$ cat src/rtl/inst_fetch_queue.sv
// inst_fetch_queue: sequential instruction fetch with a single outstanding request
// and a DEPTH-entry {pc, inst} prefetch queue feeding IF_ID.
module inst_fetch_queue #(
    parameter int ADDR_WIDTH = 32,
    parameter int INST_WIDTH = 32,
    parameter int DEPTH = 4,
    parameter logic [ADDR_WIDTH-1:0] RESET_PC = '0
) (
    input  logic                  clk_in,
    input  logic                  rst_in,
    output logic                  fetch_req_o,
    output logic [ADDR_WIDTH-1:0] fetch_addr_o,
    input  logic                  memctrl_off_i,
    input  logic                  inst_ready_i,
    input  logic [INST_WIDTH-1:0] inst_i,
    input  logic                  jump_i,
    input  logic [ADDR_WIDTH-1:0] jump_addr_i,
    input  logic                  id_ready_i,
    output logic                  inst_valid_o,
    output logic [INST_WIDTH-1:0] inst_o,
    output logic [ADDR_WIDTH-1:0] pc_o,
    output logic [ADDR_WIDTH-1:0] next_pc_o,
    output logic                  stall_req_o
);
    localparam int PW = $clog2(DEPTH);
    localparam logic [PW:0] FULL = (PW+1)'(DEPTH);

    typedef enum logic [1:0] {IDLE, WAIT, DISCARD} state_t;

    state_t                state_q, state_d;
    logic [ADDR_WIDTH-1:0] fetch_pc_q, fetch_pc_d;
    logic [ADDR_WIDTH-1:0] req_pc_q, req_pc_d;
    logic [PW-1:0]         head_q, head_d, tail_q, tail_d;
    logic [PW:0]           count_q, count_d;
    logic [ADDR_WIDTH-1:0] pc_mem_q [DEPTH];
    logic [INST_WIDTH-1:0] inst_mem_q [DEPTH];
    logic                  accept, push, pop;

    assign fetch_req_o = !rst_in && state_q == IDLE && count_q < FULL && !jump_i;
    assign accept = fetch_req_o && memctrl_off_i;
    assign push = state_q == WAIT && inst_ready_i && !jump_i;
    assign pop = count_q != '0 && id_ready_i && !jump_i;

    always_comb begin
        state_d = state_q;
        fetch_pc_d = fetch_pc_q;
        head_d = head_q;
        tail_d = tail_q;
        count_d = count_q;
        req_pc_d = accept ? fetch_pc_q : req_pc_q;
        if (jump_i) begin
            // a response still in flight must be swallowed before fetching again
            state_d = (state_q == IDLE || (state_q == WAIT && inst_ready_i)) ? IDLE : DISCARD;
            fetch_pc_d = jump_addr_i;
            head_d = '0;
            tail_d = '0;
            count_d = '0;
        end else begin
            state_d = (state_q == IDLE && accept) ? WAIT :
                      (state_q != IDLE && inst_ready_i) ? IDLE : state_q;
            fetch_pc_d = push ? req_pc_q + ADDR_WIDTH'(4) : fetch_pc_q;
            head_d = head_q + PW'(pop);
            tail_d = tail_q + PW'(push);
            count_d = count_q + (PW+1)'(push) - (PW+1)'(pop);
        end
    end

    always_ff @(posedge clk_in or posedge rst_in) begin
        if (rst_in) begin
            state_q <= IDLE;
            fetch_pc_q <= RESET_PC;
            req_pc_q <= RESET_PC;
            head_q <= '0;
            tail_q <= '0;
            count_q <= '0;
        end else begin
            state_q <= state_d;
            fetch_pc_q <= fetch_pc_d;
            req_pc_q <= req_pc_d;
            head_q <= head_d;
            tail_q <= tail_d;
            count_q <= count_d;
        end
    end

    always_ff @(posedge clk_in) begin
        if (push) begin
            pc_mem_q[tail_q] <= req_pc_q;
            inst_mem_q[tail_q] <= inst_i;
        end
    end

    assign fetch_addr_o = fetch_pc_q;
    assign inst_valid_o = count_q != '0;
    assign stall_req_o = count_q == '0;
    assign inst_o = inst_mem_q[head_q];
    assign pc_o = pc_mem_q[head_q];
    assign next_pc_o = pc_o + ADDR_WIDTH'(4);
endmodule

$ cat config.mk
export PLATFORM = sky130hd
export DESIGN_NAME = inst_fetch_queue
export DESIGN_NICKNAME = d
export VERILOG_FILES = /design/src/rtl/inst_fetch_queue.sv
export SDC_FILE = /design/constraint.sdc
export NUM_CORES = 1
export LEC_CHECK = 0
export ABC_AREA = 1
export BUFFER_PORTS_ARGS = -buffer_cell sky130_fd_sc_hd__buf_2
export CELL_PAD_IN_SITES_DETAIL_PLACEMENT = 1
export CELL_PAD_IN_SITES_GLOBAL_PLACEMENT = 1
export CORE_ASPECT_RATIO = 2
export CORE_MARGIN = 10
export CORE_UTILIZATION = 30
export DETAILED_ROUTE_END_ITERATION = 16
export GPL_TIMING_DRIVEN = 0
export PLACE_DENSITY = 0.7
export SYNTH_ARGS = -nofsm -noshare
export SYNTH_HDL_FRONTEND = slang
export SYNTH_SLANG_ARGS = --single-unit
$ cat constraint.sdc
create_clock -name clk_in -period 6.2 [get_ports clk_in]
set_input_delay 1.24 -clock clk_in [delete_from_list [all_inputs] [get_ports clk_in]]
set_output_delay 1.24 -clock clk_in [all_outputs]
set_load 0.05 [all_outputs]
* Word-level counts from Yosys, hierarchy flattened
Memory sizes are Yosys's and may differ from the RTL's.
Index checks and enable logic that the tools add are counted.
W data, S select, Z words.
** Word-level totals
- Flip-flop bits (word level) :: 73
- Word-level logic and storage cells :: 46
- Input port bits :: 70
- Memories kept :: 2
- Output and inout bits :: 131
- Bits in writable memories :: 256
** Operators by class
- $lt $le $gt $ge :: 1
- Reduce and logical (&&, ||, !) cells :: 19
- $add $sub $neg :: 6
- Eq/ne operators :: 1
- Muxes and demuxes :: 11
** Memory list
- inst_mem_q :: words 4, width 32, rd ports 1, clocked after Yosys merged registers in 0, write ports 1, line 36 : logic [INST_WIDTH-1:0] inst_mem_q [DEPTH];
- pc_mem_q :: words 4, width 32, rd ports 1, clocked after Yosys merged registers in 0, write ports 1, line 35 : logic [ADDR_WIDTH-1:0] pc_mem_q [DEPTH];
** Operators with widths (count)
- $add A32 B3 Y32 const B :: 2
- $mux W32 :: 2
- $mux W2 :: 6
- $logic_and A1 B1 Y1 :: 10
- $reduce_bool A3 Y1 :: 2
- $add A2 B1 Y2 :: 2
- $reduce_bool A2 Y1 :: 2
- $add A3 B1 Y3 :: 1
- $logic_not A3 Y1 :: 1
- $lt A3 B3 Y1 const B :: 1
- $mux W3 :: 1
- $sub A3 B1 Y3 :: 1
- $eq A2 B1 Y1 const B :: 1
- $logic_not A1 Y1 :: 2
- $logic_not A2 Y1 :: 1
- $mux W1 :: 2
- $logic_or A1 B1 Y1 :: 1

* Logic depth before layout (Yosys ltp)
- Depth after elaboration :: 8
- Depth in mapped cells :: 15
- Mapped depth without buffers :: 12

* Worst setup path before layout
No wires, ideal clock.
- Path kind :: input-to-reg
- Start :: input inst_ready_i
- End :: memory inst_mem_q[0][0], enable pin
- Stages on the path :: 5
- Required time :: 5.635 ns
- Arrival time :: 6.222 ns
- Library setup time :: 0.565 ns
- Slack :: -0.586 ns
- Path buffers :: 1
- Cells stage by stage :: inv_1 -> nor3_1 -> nand2_1 -> clkbuf_1 -> nor3_1
** Between the ends
- Cells in the longest elaborated chain, start to end :: 4
** Ends and longest elaborated chain
- start, declared :: line 14 : input logic inst_ready_i,
- $logic_and A1 B1 Y1 (2 in series) :: line 41 : assign push = state_q == WAIT && inst_ready_i && !jump_i;
- $mux W1 :: line 87 : if (push) begin
- $mux W1 (implied by the code) :: line 89 : inst_mem_q[tail_q] <= inst_i;
- end, declared :: line 36
Every way passes these cells.

* Final worst setup path
- Start :: register head_q[0]
- End :: output next_pc_o[18]
** Between the ends
- Cells in the longest elaborated chain, start to end :: 2
** Ends and longest elaborated chain
- start, declared :: line 33 : logic [PW-1:0] head_q, head_d, tail_q, tail_d;
- start signal, assigned :: line 73 : head_q <= '0;
- start signal, assigned :: line 80 : head_q <= head_d;
- $mem_v2 Z4 W32
- $add A32 B3 Y32 :: line 98 : assign next_pc_o = pc_o + ADDR_WIDTH'(4);
- end, declared :: line 22 : output logic [ADDR_WIDTH-1:0] next_pc_o,
Every way passes these cells.

==> results.txt <==
* Run status: finished, final reports clean
- The first global-routing pass estimated 80.2 mm of wire.
* Number of levels the H-tree was split into: 1
- Resized Gates After CTS: 0
* Floorplan die width: 178 µm
* CTS tree: yes
- Synthesis produced a netlist whose cell count is 1526.
- Relative to the synthesized area, the layout overhead comes to 21.3%.
* Core footprint: 0.0492 mm²
* Ports: 201
- Source of the worst register-to-register timing path: state_q[1]
- In the final layout, the share of cells above drive strength 1 is 19.2%.
* CP Max Fanout: 10
- Overall die area: 0.0597 mm²
- The number of global-route vias before repair is 13100.
- Counting the fill cells in the layout gives 5710.
- Total global-route track usage: 17.7%
* Hold Path Class: flop to flop
- For this configuration, the core starts out at a cell density of 30.4%.
* Hold violation total from the final report: 0
- Using the TritonRoute via totals, the vias-per-cell ratio works out to 4.89.
- Hold is met by 0.525 ns.
* Half-perimeter wire length after detailed placement: 41.3 mm
- For this design, the slowest cell found on the critical path is sky130_fd_sc_hd__ha_1.
- The worst hold path begins at fetch_addr_o[25].
* Reg2Reg Setup Slack: 3.15 ns
* Final GP Congestion: 0.930
- In the routed design, unresolved DRC markers number 0.
- Insertion delay of the later-clocked pin in the worst-skew pair: 0.58 ns
* Max Clk Rate: 212 MHz
* Endpoint of the worst hold-timing path: fetch_addr_o[25]
- Setup violations remaining at the end of the flow were counted as 0.
- In the final design database the tool counted 1850 nets.
* Final Max Slew Viols: 0
* # clock sinks: 329
- Average wire per cell in the routed design: 21.9 µm
- Unrepaired setup endpoints after global routing: no
- Placed insts: 2389
* Max_slew headroom: 34.2%
- During placement, the flow inserted port buffers numbering 200.
- Clock root cell: sky130_fd_sc_hd__clkbuf_16
- In this run, the number of DRC markers left after iteration 0 of detailed routing was 726.
- Largest net degree at the start of global routing: 65
- The first detailed-routing pass took 4 iterations.
- VDD sags by at most 242 µV.
* Yosys warning count: 0
- At the worst endpoint, the required time is 4.96 ns.
* Average cell area after synthesis: 9.80 µm²
- The routed layout has 11900 vias.
* Routed WL: 53.5 mm
- Once detail routing completed, the nets flagged for antenna violations numbered 0.
- Post-Synthesis Net Count: 1601
* Cell count of the worst hold path: 2
- The synthesized design contains 329 register bits.
* Delay contributed by the slowest stage of the critical path: 0.43 ns
* Endpoint of the worst register-to-register path: inst_mem_q[0][27]
- Clock tree synthesis inserted a total of 27 buffers.
- The number of cells on the worst reg-to-reg path is 7.
- Worst clock skew: 0.0118 ns
* PwrDens: 388 mW/mm²
- The worst setup path is launched from a flop.
* Die Span Y: 336 µm
- Deepest clock path buffer count: 3
- Static leakage power: 7.48 nW
- Part of the Yosys area used for sequential elements: 63.6%
- Critical setup path kind: flop to primary output
* Cts-stage hold buffer count: 0
- Synth Cell Area: 0.0150 mm²
- Synthesis instantiated 38 different standard cells from the library.
- The number of setup buffers added after CTS is 0.
- The finished layout holds 2444 standard cells, fillers aside.
* Clk slew on worst S/H paths: 0.08 ns
* Crit. End Element: primary output
- At the pin with the least slew margin, the transition time is 0.977 ns.
* Min Tclk post-route: 4.73 ns
- Std cell rows: 115
* Remaining global-route overflow: 0
- The number of antenna violations at the first check in global routing came to 5.
- Of the available clock period, the critical path in the final layout requires 76.2%.
* Arr. time, crit path: 3.49 ns
* Critical path cell sequence: buf_6, inv_4, buf_8, buf_8, o21ai_1, nand2_1, ha_1, nand2_2, nor2_2, nand2_1, xor2_1, buf_2
- Number of maximum-capacitance violations: 0
==> state kept, by name, summed over array words and instances (netlist names) <==
signal / count
inst_mem_q: 128
pc_mem_q: 128
fetch_addr_o: 32
req_pc_q: 32
count_q: 3
head_q: 2
state_q: 2
tail_q: 2
==> power breakdown <==
part / internal, W / total (W) / switching (W) / leakage (nW)
combinational: 0.000472 / 0.00204 / 0.00156 / 3.75
sequential: 0.00266 / 0.00298 / 0.000318 / 3.22
clock: 0.00119 / 0.00203 / 0.000843 / 0.510
==> stage by stage <==
stage	setup TNS, ns	util, %	cell area [µm²]	power [W]	setup slack, ns
finish	0	36.9	18100	0.00704	1.47
CTS	0	36.8	18100	0.00710	1.43
global placement	-880.32	34.1	16800	0.00501	-5.23
detailed placement	0	34.7	17100	0.00508	2.06
global route	0	36.9	18100	0.00735	1.39
floorplan	-75.05	-	15000	0.00431	-0.586
==> logic make-up (layout without fill, tap and decap cells) <==
logic type | count (synthesis) | after routing | share of synthesized area, %
muxes | 2 | 2 | 0.151
buffers and inverters | 174 | 444 | 5.09
AOI/OAI and AO/OA | 184 | 184 | 6.92
other | 0 | 5 | 0
and+or+nand+nor | 798 | 798 | 21.8
adders and majority gates | 5 | 5 | 0.468
xor gates and xnor gates | 34 | 34 | 1.99
DFF | 329 | 329 | 63.6
==> worst max path at each step <==
stage / from / to / slack, ns / depth (start not counted)
4_1_cts: head_q[0] / next_pc_o[18] / 1.43 / 12
3_3_place_gp: inst_ready_i / inst_mem_q[0][23] / -5.23 / 6
6_report: head_q[0] / next_pc_o[18] / 1.47 / 12
5_1_grt: head_q[0] / next_pc_o[18] / 1.39 / 13
2_1_floorplan: inst_ready_i / inst_mem_q[0][0] / -0.59 / 5
3_5_place_dp: head_q[0] / next_pc_o[18] / 2.06 / 12
==> cells in the final DEF, fill, tap and decap left out, types with 6 or more instances in the layout <==
cell                        count
sky130_fd_sc_hd__a21oi_1        8
sky130_fd_sc_hd__xnor2_1        7
sky130_fd_sc_hd__bufinv_16      9
sky130_fd_sc_hd__nand2_1      477
sky130_fd_sc_hd__o21ai_0      115
sky130_fd_sc_hd__o22ai_1       34
sky130_fd_sc_hd__dfrtp_1       73
sky130_fd_sc_hd__nor3_1        11
sky130_fd_sc_hd__buf_8          6
sky130_fd_sc_hd__xor2_1        27
sky130_fd_sc_hd__edfxtp_1     256
sky130_fd_sc_hd__buf_2        218
sky130_fd_sc_hd__nor2_2        13
sky130_fd_sc_hd__o211ai_1      12
sky130_fd_sc_hd__nand2_2       17
sky130_fd_sc_hd__buf_6         15
sky130_fd_sc_hd__inv_1        104
sky130_fd_sc_hd__buf_4          8
sky130_fd_sc_hd__nand4_1       13
sky130_fd_sc_hd__o221ai_1       6
sky130_fd_sc_hd__nor2_1       173
sky130_fd_sc_hd__nand3_1       83
sky130_fd_sc_hd__clkbuf_16     27
sky130_fd_sc_hd__clkbuf_1      34
==> worst max-delay path, delay by kind of cell (launching register included) <==
family	cells	cell delay, ns
compound gates	1	0.08
flops	1	0.40
xor+xnor	1	0.19
fa+ha+maj	1	0.43
buf+inv	5	0.84
simple gates	4	0.95
==> area by class of cell <==
type | instances | area [µm²] | area share, %
flip-flops and latches | 329 | 9510 | 52.4
multi-input cells | 1023 | 4710 | 26.0
repair buffers | 220 | 1290 | 7.12
well taps | 643 | 805 | 4.43
clock buffers | 28 | 679 | 3.75
inverters | 108 | 410 | 2.26
clock inverters | 22 | 367 | 2.02
plain buffers | 66 | 353 | 1.94
diodes | 5 | 12.5 | 0.0690
==> synth_stat cells <==
cell type	count	area share, %
sky130_fd_sc_hd__nand2_1	477	12
sky130_fd_sc_hd__edfxtp_1	256	51
sky130_fd_sc_hd__nor2_1	175	4.4
sky130_fd_sc_hd__o21ai_0	115	3.8
sky130_fd_sc_hd__inv_1	105	2.6
sky130_fd_sc_hd__nand3_1	83	2.8
sky130_fd_sc_hd__dfrtp_1	73	12
sky130_fd_sc_hd__o22ai_1	34	1.4
sky130_fd_sc_hd__clkbuf_1	33	0.83
sky130_fd_sc_hd__xor2_1	27	1.6
sky130_fd_sc_hd__buf_2	18	0.60
sky130_fd_sc_hd__nand2_2	17	0.71
sky130_fd_sc_hd__nand4_1	13	0.54
sky130_fd_sc_hd__nor2_2	13	0.54
sky130_fd_sc_hd__nor3_1	13	0.43
sky130_fd_sc_hd__o211ai_1	12	0.60
sky130_fd_sc_hd__a21oi_1	8	0.27
sky130_fd_sc_hd__buf_4	8	0.40
sky130_fd_sc_hd__xnor2_1	7	0.41
sky130_fd_sc_hd__o221ai_1	6	0.35
sky130_fd_sc_hd__buf_6	4	0.30
sky130_fd_sc_hd__ha_1	4	0.33
sky130_fd_sc_hd__o21bai_1	4	0.20
sky130_fd_sc_hd__nand3_2	3	0.20
sky130_fd_sc_hd__buf_8	2	0.20
sky130_fd_sc_hd__inv_2	2	0.050
sky130_fd_sc_hd__mux2_2	2	0.15
sky130_fd_sc_hd__o21ai_1	2	0.067
sky130_fd_sc_hd__a31oi_1	1	0.042
sky130_fd_sc_hd__a32oi_1	1	0.059
sky130_fd_sc_hd__buf_1	1	0.025
sky130_fd_sc_hd__fa_1	1	0.13
sky130_fd_sc_hd__inv_4	1	0.042
sky130_fd_sc_hd__nand2_4	1	0.075
sky130_fd_sc_hd__nand3b_1	1	0.050
sky130_fd_sc_hd__nor4_1	1	0.042
sky130_fd_sc_hd__o32ai_1	1	0.059
sky130_fd_sc_hd__or2_2	1	0.042
==> per-layer routing <==
metal / global-route usage (%) / up-vias / routed length, µm
met4: 7.53 / 0 / 1980
li1: - / 5609 / -
met5: 0 / - / 0
met2: 33.8 / 271 / 29500
met3: 2.84 / 86 / 2300
met1: 18.3 / 5979 / 19700
Note: power is estimated with default switching activity, not from simulation.
